### src/rtl/psum_post_pkg.sv
// Shared Q8.8 fixed-point definitions for the PE array and the column post-processor.
package psum_post_pkg;

    localparam int Q_WIDTH   = 16;
    localparam int FRAC_BITS = 8;

    localparam logic [Q_WIDTH-1:0] SAT_MAX = 16'h7FFF;
    localparam logic [Q_WIDTH-1:0] SAT_MIN = 16'h8000;

    typedef enum logic [1:0] {
        ACT_PASS  = 2'b00,
        ACT_RELU  = 2'b01,
        ACT_LEAKY = 2'b10,
        ACT_RSVD  = 2'b11
    } act_mode_e;

    // Clamp a 17-bit sign-extended sum back into Q8.8. The top two bits
    // disagree exactly when the sum left the 16-bit signed range.
    function automatic logic [Q_WIDTH-1:0] sat_q88(input logic [Q_WIDTH:0] v);
        if (v[Q_WIDTH] != v[Q_WIDTH-1]) begin
            return v[Q_WIDTH] ? SAT_MIN : SAT_MAX;
        end
        return v[Q_WIDTH-1:0];
    endfunction

endpackage

### src/rtl/sync_fifo.sv
// Single-clock FIFO with occupancy count, first-word fall-through head and a
// drop strobe for writes refused because the buffer is full.
module sync_fifo #(
    parameter int WIDTH = 16,
    parameter int DEPTH = 4
) (
    input  logic                   clk,
    input  logic                   rst,
    input  logic                   wr_en_i,
    input  logic [WIDTH-1:0]       wr_data_i,
    input  logic                   rd_en_i,
    output logic [WIDTH-1:0]       rd_data_o,
    output logic                   empty_o,
    output logic [$clog2(DEPTH):0] count_o,
    output logic                   drop_o
);

    localparam int AW = $clog2(DEPTH);
    localparam logic [AW:0] FULL_COUNT = (AW+1)'(DEPTH);

    logic [WIDTH-1:0] mem_q [DEPTH];
    logic [AW-1:0]    wr_ptr_q;
    logic [AW-1:0]    rd_ptr_q;
    logic [AW:0]      count_q;
    logic [AW:0]      count_d;
    logic             full;
    logic             do_rd;
    logic             do_wr;

    assign empty_o = (count_q == '0);
    assign full    = (count_q == FULL_COUNT);
    assign do_rd   = rd_en_i && !empty_o;
    // A full FIFO still accepts a write when the same edge frees a slot.
    assign do_wr   = wr_en_i && (!full || do_rd);
    assign drop_o  = wr_en_i && full && !do_rd;

    // Head is forced to zero while empty so stale storage never shows.
    assign rd_data_o = empty_o ? '0 : mem_q[rd_ptr_q];
    assign count_o   = count_q;

    // Occupancy next-state from the write/read pair.
    always_comb begin
        // NOTE: default first so every path assigns count_d and no latch is inferred.
        count_d = count_q;
        case ({do_wr, do_rd})
            2'b10:   count_d = count_q + 1'b1;
            2'b01:   count_d = count_q - 1'b1;
            default: ;
        endcase
    end

    // Pointers and occupancy; pointers wrap naturally at the power-of-two depth.
    always_ff @(posedge clk or posedge rst) begin
        // NOTE: non-blocking assignments so all registers update from pre-edge values.
        if (rst) begin
            wr_ptr_q <= '0;
            rd_ptr_q <= '0;
            count_q  <= '0;
        end else begin
            if (do_wr) wr_ptr_q <= wr_ptr_q + 1'b1;
            if (do_rd) rd_ptr_q <= rd_ptr_q + 1'b1;
            count_q <= count_d;
        end
    end

    // Storage array write port.
    always_ff @(posedge clk) begin
        // NOTE: storage is not reset; the count and the empty gate make stale words invisible.
        if (do_wr) mem_q[wr_ptr_q] <= wr_data_i;
    end

endmodule

### src/rtl/psum_post.sv
// Column post-processor: bias add with saturation, activation, and an output
// FIFO that never back-pressures the array.
module psum_post
    import psum_post_pkg::*;
#(
    parameter int DEPTH      = 4,
    parameter int LEAK_SHIFT = 2
) (
    input  logic                   clk,
    input  logic                   rst,
    input  logic                   psum_valid_in,
    input  logic [Q_WIDTH-1:0]     psum_in,
    input  logic                   bias_load_in,
    input  logic [Q_WIDTH-1:0]     bias_in,
    input  logic [1:0]             mode_in,
    output logic                   out_valid,
    input  logic                   out_ready,
    output logic [Q_WIDTH-1:0]     out_data,
    output logic [$clog2(DEPTH):0] fifo_count,
    output logic                   overflow_err
);

    logic [Q_WIDTH-1:0]        bias_q;
    logic                      s1_valid_q;
    logic signed [Q_WIDTH-1:0] s1_data_q;
    act_mode_e                 s1_mode_q;
    logic                      overflow_q;
    logic [Q_WIDTH:0]          sum_ext;
    logic signed [Q_WIDTH-1:0] act_data;
    logic                      fifo_empty;
    logic                      fifo_drop;

    assign sum_ext = {psum_in[Q_WIDTH-1], psum_in} + {bias_q[Q_WIDTH-1], bias_q};

    // Bias register; a load and a psum on the same edge see the old bias.
    always_ff @(posedge clk or posedge rst) begin
        if (rst) begin
            bias_q <= '0;
        end else if (bias_load_in) begin
            bias_q <= bias_in;
        end
    end

    // Stage 1: saturated bias add plus the activation mode that travels with it.
    always_ff @(posedge clk or posedge rst) begin
        if (rst) begin
            s1_valid_q <= 1'b0;
            s1_data_q  <= '0;
            s1_mode_q  <= ACT_PASS;
        end else begin
            s1_valid_q <= psum_valid_in;
            if (psum_valid_in) begin
                s1_data_q <= sat_q88(sum_ext);
                s1_mode_q <= act_mode_e'(mode_in);
            end
        end
    end

    // Stage 2: activation; only negative values are ever modified.
    always_comb begin
        act_data = s1_data_q;
        if (s1_data_q < 0) begin
            case (s1_mode_q)
                ACT_RELU:  act_data = '0;
                ACT_LEAKY: act_data = s1_data_q >>> LEAK_SHIFT;
                default:   ;
            endcase
        end
    end

    // Sticky overflow flag, cleared only by reset.
    always_ff @(posedge clk or posedge rst) begin
        if (rst) begin
            overflow_q <= 1'b0;
        end else if (fifo_drop) begin
            overflow_q <= 1'b1;
        end
    end

    sync_fifo #(
        .WIDTH (Q_WIDTH),
        .DEPTH (DEPTH)
    ) u_fifo (
        .clk       (clk),
        .rst       (rst),
        .wr_en_i   (s1_valid_q),
        .wr_data_i (act_data),
        .rd_en_i   (out_ready),
        .rd_data_o (out_data),
        .empty_o   (fifo_empty),
        .count_o   (fifo_count),
        .drop_o    (fifo_drop)
    );

    assign out_valid    = !fifo_empty;
    assign overflow_err = overflow_q;

endmodule

### config.mk
export PLATFORM = sky130hd
export DESIGN_NAME = psum_post
export DESIGN_NICKNAME = d
export VERILOG_FILES = /design/src/rtl/psum_post_pkg.sv /design/src/rtl/sync_fifo.sv /design/src/rtl/psum_post.sv
export SDC_FILE = /design/constraint.sdc
export NUM_CORES = 1
export LEC_CHECK = 0
export CORE_MARGIN = 2
export CORE_UTILIZATION = 25
export CTS_CLUSTER_DIAMETER = 100
export DETAILED_ROUTE_END_ITERATION = 16
export GPL_TIMING_DRIVEN = 0
export RECOVER_POWER = 25
export SLEW_MARGIN = 15
export SYNTH_ARGS = -nofsm -noshare
export SYNTH_HDL_FRONTEND = slang
export SYNTH_HIERARCHICAL = 1
export SYNTH_SLANG_ARGS = --single-unit
### constraint.sdc
create_clock -name clk -period 3.8 [get_ports clk]
set_clock_uncertainty 0.2 [all_clocks]
set_input_delay 0.76 -clock clk [delete_from_list [all_inputs] [get_ports clk]]
set_output_delay 0.76 -clock clk [all_outputs]
set_load 0.05 [all_outputs]
## Yosys cells after proc, flatten, opt, wreduce, memory -nomap -nowiden

Memory sizes are Yosys's and may differ from the RTL's.
Cells that the tools add are included.

| word-level totals | value |
|---|---|
| memory bits (writable) | 64 |
| memories kept | 1 |
| register bits | 43 |
| bits of input ports | 39 |
| output and inout port bits | 21 |
| logic and storage cells | 42 |

Memories:

| memory | depth | bits a word | rd ports | clocked after memory_dff | wr ports | RTL line | text |
|---|---|---|---|---|---|---|---|
| u_fifo.mem_q | 4 | 16 | 1 | 0 | 1 | sync_fifo.sv:21 | `logic [WIDTH-1:0] mem_q [DEPTH];` |

| cells by class | value |
|---|---|
| mux-type cells | 11 |
| magnitude comparators | 1 |
| equality and inequality tests | 6 |
| $add $sub $neg | 5 |
| reductions and logical operators | 10 |

Operators with widths:

| cell | number |
|---|---|
| 16-bit 2-to-1 mux | 5 |
| 16-bit one-hot mux with 2 select lines | 1 |
| 16-bit by 16-bit adder with 17-bit output | 1 |
| 16-bit by 1-bit < comparator with 1-bit output, second input constant | 1 |
| 3-bit one-hot mux with 2 select lines | 1 |
| 2-bit by 1-bit adder with 2-bit output, second input constant | 2 |
| 2-bit by 1-bit == test with 1-bit output, second input constant | 2 |
| 2-bit == test, second input constant | 2 |
| 1-bit logical AND | 4 |
| 1-bit 2-to-1 mux | 4 |
| 3-bit by 1-bit adder with 3-bit output, second input constant | 1 |
| 3-bit == test, second input constant | 1 |
| 1-bit logical NOT | 3 |
| 3-bit logical NOT | 1 |
| 3-bit by 1-bit subtractor with 3-bit output, second input constant | 1 |
| 2-bit nonzero test | 1 |
| 1-bit logical OR | 1 |
| 1-bit != test | 1 |

## Longest topological paths before layout

| logic depth | value |
|---|---|
| word-level depth | 7 |
| mapped depth | 11 |
| mapped depth without buffers | 10 |

## Cells and area by module

The synthesis kept the hierarchy.

By module, submodules not included:

| module | times used | area an instance (um^2) | cells an instance | seq. area each (um^2) |
|---|---|---|---|---|
| sync_fifo | 1 | 3,057.9 | 156 | 2,097.0 |
| psum_post | 1 | 2,458.6 | 278 | 900.9 |

## Least setup slack after synthesis

Ideal clock, no wire load.

| path | value |
|---|---|
| path type | input port to flip-flop |
| start point | in psum_in[0] |
| end point | reg s1_data_q[14] |
| slack | 0.594 ns |
| stages | 11 |
| setup time | 0.082 ns |
| arrival time | 2.923 ns |
| path buffers | 1 |
| required time | 3.518 ns |
| cell sequence | ha_1 -> inv_1 -> fa_1 -> nand2b_1 -> a21o_1 -> a22o_1 -> nor4b_2 -> a2bb2oi_2 -> buf_6 -> a21oi_1 -> o22ai_1 |

| on the way | value |
|---|---|
| cells in the longest elaborated chain, start to end | 5 |
| elaborated cells on any way between the ends | 7 |
| those cells by class | 1 x add/sub; 1 x eq/ne; 5 x mux |

RTL lines:

| item | RTL line | text |
|---|---|---|
| start: declaration | psum_post.sv:12 | `input logic [Q_WIDTH-1:0] psum_in,` |
| 16-bit by 16-bit adder with 17-bit output * | psum_post.sv:33 | `assign sum_ext = {psum_in[Q_WIDTH-1], psum_in} + {bias_q[Q_WIDTH-1], bias_q};` |
| 1-bit != test | psum_post_pkg.sv:20 | `if (v[Q_WIDTH] != v[Q_WIDTH-1]) begin` |
| 1-bit 2-to-1 mux | psum_post_pkg.sv:20 |  |
| 1-bit 2-to-1 mux | psum_post.sv:52 | `if (psum_valid_in) begin` |
| 16-bit 2-to-1 mux * | psum_post_pkg.sv:23 | `return v[Q_WIDTH-1:0];` |
| end signal: assignment | psum_post.sv:53 | `s1_data_q <= sat_q88(sum_ext);` |
| end: declaration | psum_post.sv:25 | `logic signed [Q_WIDTH-1:0] s1_data_q;` |

Mark *: on every way between the ends. The rest lies on a longest branch, timed or not. The select of a mux whose other input is x is not followed.
A chain may end at the register's enable or synchronous reset.

## Final worst setup path

Same ends and word-level chain as after synthesis.

==> metrics.sh <==
FINAL_LAYOUT_SIZE_SUFFIX_GT1_SHARE_PCT=12.6
VIAS=3483
CORE_REGION_AREA_UM2=21800
CELLPOWERDENSITY_nW_PER_UM2=735
ROUTED_WIRELENGTH_UM=11000
SYNTH.FF_LATCH_COUNT=107
TIGHTESTPINTRANSITION_NS=1.36
SETUP_WS_NS=0.237
SYNTH.YOSYS.WARNINGS=6
YS_ASYNC_SR_FRACTION_PCT=40.2
GRT.OVERFLOW.TOTAL=0
WORSTPATHMAXFANOUT=10
SYN_NETS=497
CLASS_OF_THE_TIGHTEST_HOLD_OR_REMOVAL_CHECK='reg2reg'
FIRST_GLOBAL_VIAS=3655
VDD_DROP_MAX_mV=0.315
POST-ROUTE-PERIOD-UTIL_PCT=93.8
GRT_START_MAX_NET_PINS=37
FP.DIEAREA_UM2=23300
SYNTH.AVG_CELL_AREA_UM2=12.7
CTS.ROOT.BUFFER_CELL='clkbuf_16'
TIMING_WORST_SETUP_PATH_TYPE='in2reg'
CTS_TREE='built'
SYNTH-SEQ-AREA-SHARE_PCT=54.3
POST_SYNTH_NUM_CELL_TYPES=58
FINAL_DESIGN_AREA_NO_FILL_UM2=6720
CP-START-KIND='input port'
H-TREE-DEPTH=3
CTS.REPAIR_TIMING.SETUP_BUFFER_COUNT=0
GRT_USE_TOTAL_PCT=9.73
CLK_PIN_SLEW_NS=0.07
GRT_PASS1_WL_UM=18300
PLACED_CELLS=771
CRITPATHCAPTURETYPE='flip-flop'
FINAL_CELL_COUNT_NO_FILL=787
PORTBUFFERS=57
FINAL_ANTENNA_NET_COUNT=0
PLACE_WS_NS=-0.197
PLACEMENTROWS=54
TIMING.FMAX_MHz=281
CRITICAL_PATH.TOP_DELAY_FAMILY='compound AO/OA/AOI/OAI gates'
GRT_ANTENNA_BEFORE_REPAIR=0
CRITICAL_PATH.N_BUFFERS_INVERTERS=3
MAXSLEWVIOLCOUNT=0
CRIT_REQUIRED_NS=3.86
INITIALDRTVIOLATIONCOUNT=182
CLKLATENCYLATEPIN_NS=0.35
NUMBER_OF_ENABLE_FLIP_FLOP_CELLS_AFTER_SYNTHESIS=64
STATUS='finished, final reports clean'
PLACE_AREA_UM2=6440
SETUP_REPAIR_AFTER_GLOBAL_ROUTING_MISSED_ITS_MARGIN='no'
DP.FINAL_HPWL_UM=8190
YS_DOMINANT_REG_CELL='edfxtp_1'
DR.PASS1.ITERS=4
DIE_WIDTH_UM=153
WORST_PATH_LARGEST_CELL_DELAY_NS=0.47
FLOORPLAN.DIE.HEIGHT_UM=153
SETUP_TOTAL_NEGATIVE_SLACK_NS=0
CRIT_ARRIVAL_NS=3.62
TOTAL_LEAKAGE_POWER_nW=2.56
N_ANTENNA_CELL=0
GP_CONGESTION=0.826
DESIGN.FINAL.NETS=565
WL_PER_CELL_UM=13.9
RATIO_OF_ROUTED_VIAS_TO_STANDARD_CELLS=4.43
CP_CELL_SEQUENCE='clkdlybuf4s50_1 -> ha_1 -> inv_1 -> fa_1 -> nand2b_1 -> a21o_1 -> a22o_1 -> nor4b_2 -> a2bb2oi_4 -> buf_6 -> a21oi_1 -> o22ai_1'
CLOCKBUFFERDEPTH=2
START_UTIL_PCT=25.4
CAP_VIOL_MAX_COUNT=0
CELL_AREA_AFTER_SYNTHESIS_UM2=5520
CLKSINKCOUNT=107
CTS_MADE_BUFFERS=9
SLOWEST_LIBRARY_CELL_ON_THE_WORST_PATH='clkdlybuf4s50_1'
FILL_CELLS=2197
SYN-INSTANCE-COUNT=434
TIMING.FINAL.HOLD_VIOLATIONS=0
HOLD_WS_NS=0.280
SLEW-LIMIT-HEADROOM_PCT=9.03
AREA_GROWTH_SYN_TO_LAYOUT_PCT=21.7
SETUP_VIOLATING_ENDPOINT_COUNT_IN_THE_FINAL_REPORT=0
TOP_LEVEL_PORTS=60
FINALCRITICALPERIOD_NS=3.56
DRC=0
power breakdown:
group	leakage (nW)	total [mW]	internal (mW)	switching, mW
Sequential	1.10	1.74	1.59	0.146
Combinational	1.33	2.33	0.938	1.39
Clock	0.129	0.863	0.452	0.412
logic make-up (layout without fill, tap and decap cells):
logic type      count (synthesis)  count (layout)  synth area share, %
fa+ha+maj                      24              24                 5.72
buf+inv                        51             124                 4.40
simple gates                  102             102                 10.9
xor+xnor                       19              19                 3.15
compound gates                 99              99                 11.2
mux                            32              32                 10.3
flops                         107             107                 54.3
placed cells by master (no fill, tap or decap), drive strengths merged, types with 2 or more instances in the layout:
cell and n:
a211oi 2, edfxtp 64, nand2b 5, clkdlybuf4s50 55
fa 2, inv 33, buf 10, o22ai 16
nand2 45, dfrtp 43, nor2b 19, xor2 6
mux2 16, xnor2 13, o21a 3, clkbuf 19
clkinvlp 3, nor2 11, a21oi 30, o211ai 2
clkinv 2, o221ai 2, and3 2, nand4 2
o21ai 28, a21o 3, dlygate4sd3 2, or2 2
and2 6, nand3 2, o21bai 2, nor3 2
mux4 16, nor4b 2, ha 22
area by class of cell:
type	instances	area [um^2]	share of cell area [%]
Sequential cell	107	3000	44.6
Multi-Input combinational cell	276	2270	33.8
Timing Repair Buffer	57	571	8.50
Tap cell	280	350	5.22
Clock buffer	9	225	3.35
Buffer	20	125	1.86
Inverter	31	116	1.73
Clock inverter	7	60.1	0.894
cells in the mapped netlist (2+ instances only):
| cell type | n | area share, % |
|---|---|---|
| edfxtp_1 | 64 | 35 |
| nand2_1 | 45 | 3.1 |
| dfrtp_1 | 43 | 20 |
| inv_1 | 31 | 2.1 |
| a21oi_1 | 30 | 2.7 |
| o21ai_0 | 27 | 2.4 |
| ha_1 | 22 | 5.0 |
| mux2_2 | 16 | 3.3 |
| o22ai_1 | 16 | 1.8 |
| xnor2_1 | 12 | 1.9 |
| nor2_1 | 10 | 0.68 |
| nor2b_1 | 10 | 1.1 |
| clkbuf_1 | 9 | 0.61 |
| mux4_1 | 8 | 3.8 |
| mux4_2 | 8 | 3.3 |
| nor2b_4 | 8 | 2.0 |
| and2_1 | 6 | 0.68 |
| xor2_1 | 6 | 0.95 |
| nand2b_1 | 5 | 0.57 |
| buf_2 | 4 | 0.36 |
| buf_6 | 4 | 0.82 |
| a21o_1 | 3 | 0.41 |
| o21a_1 | 3 | 0.41 |
| a211oi_1 | 2 | 0.27 |
| and3_1 | 2 | 0.23 |
| buf_1 | 2 | 0.14 |
| fa_1 | 2 | 0.73 |
| nand3_1 | 2 | 0.18 |
| nand4_1 | 2 | 0.23 |
| o211ai_1 | 2 | 0.27 |
| o21bai_1 | 2 | 0.27 |
| or2_2 | 2 | 0.23 |
per-stage QoR:
stage               utilization [%]  power [mW]
global placement               29.6        4.06
floorplan                         -        3.44
detailed placement             29.6        4.13
finish                         30.9        4.93
global route                   30.9        5.23
CTS                            30.9        5.01
worst paths after layout:
check	from	endpoint	slack, ns	depth (start not counted)
worst max-delay path	psum_in[0]	s1_data_q[14]	0.24	12
worst min-delay path	overflow_err	overflow_err	0.28	1
worst max register to register	bias_q[0]	s1_data_q[14]	0.77	11
worst min register to register	overflow_err	overflow_err	0.28	1
max in group asynchronous	rst	s1_data_q[10]	1.51	2
min in group asynchronous	rst	u_fifo/count_o[1]	0.61	2
repair_timing:
action | CTS | global route
setup endpoints to repair | 0 | 4
hold buffers | 0 | 0
resized for setup | 0 | 1
metal layers:
metal	vias to the layer above	track usage, %	wire, um
met1	1682	12.6	5120
met2	76	16.5	5240
li1	1717	-	-
met4	0	2.65	114
met5	-	0	0
met3	8	2.25	481
sequential cells by signal, summed over array words and instances, names as in the netlist:
| name | flops |
|---|---|
| s1_valid_q | 1 |
| u_fifo/rd_ptr_q | 2 |
| overflow_err | 1 |
| u_fifo/wr_ptr_q | 2 |
| u_fifo/mem_q | 64 |
| bias_q | 16 |
| s1_data_q | 16 |
| u_fifo/count_o | 3 |
| s1_mode_q | 2 |
No activity file was read; power rests on OpenSTA's default activity.
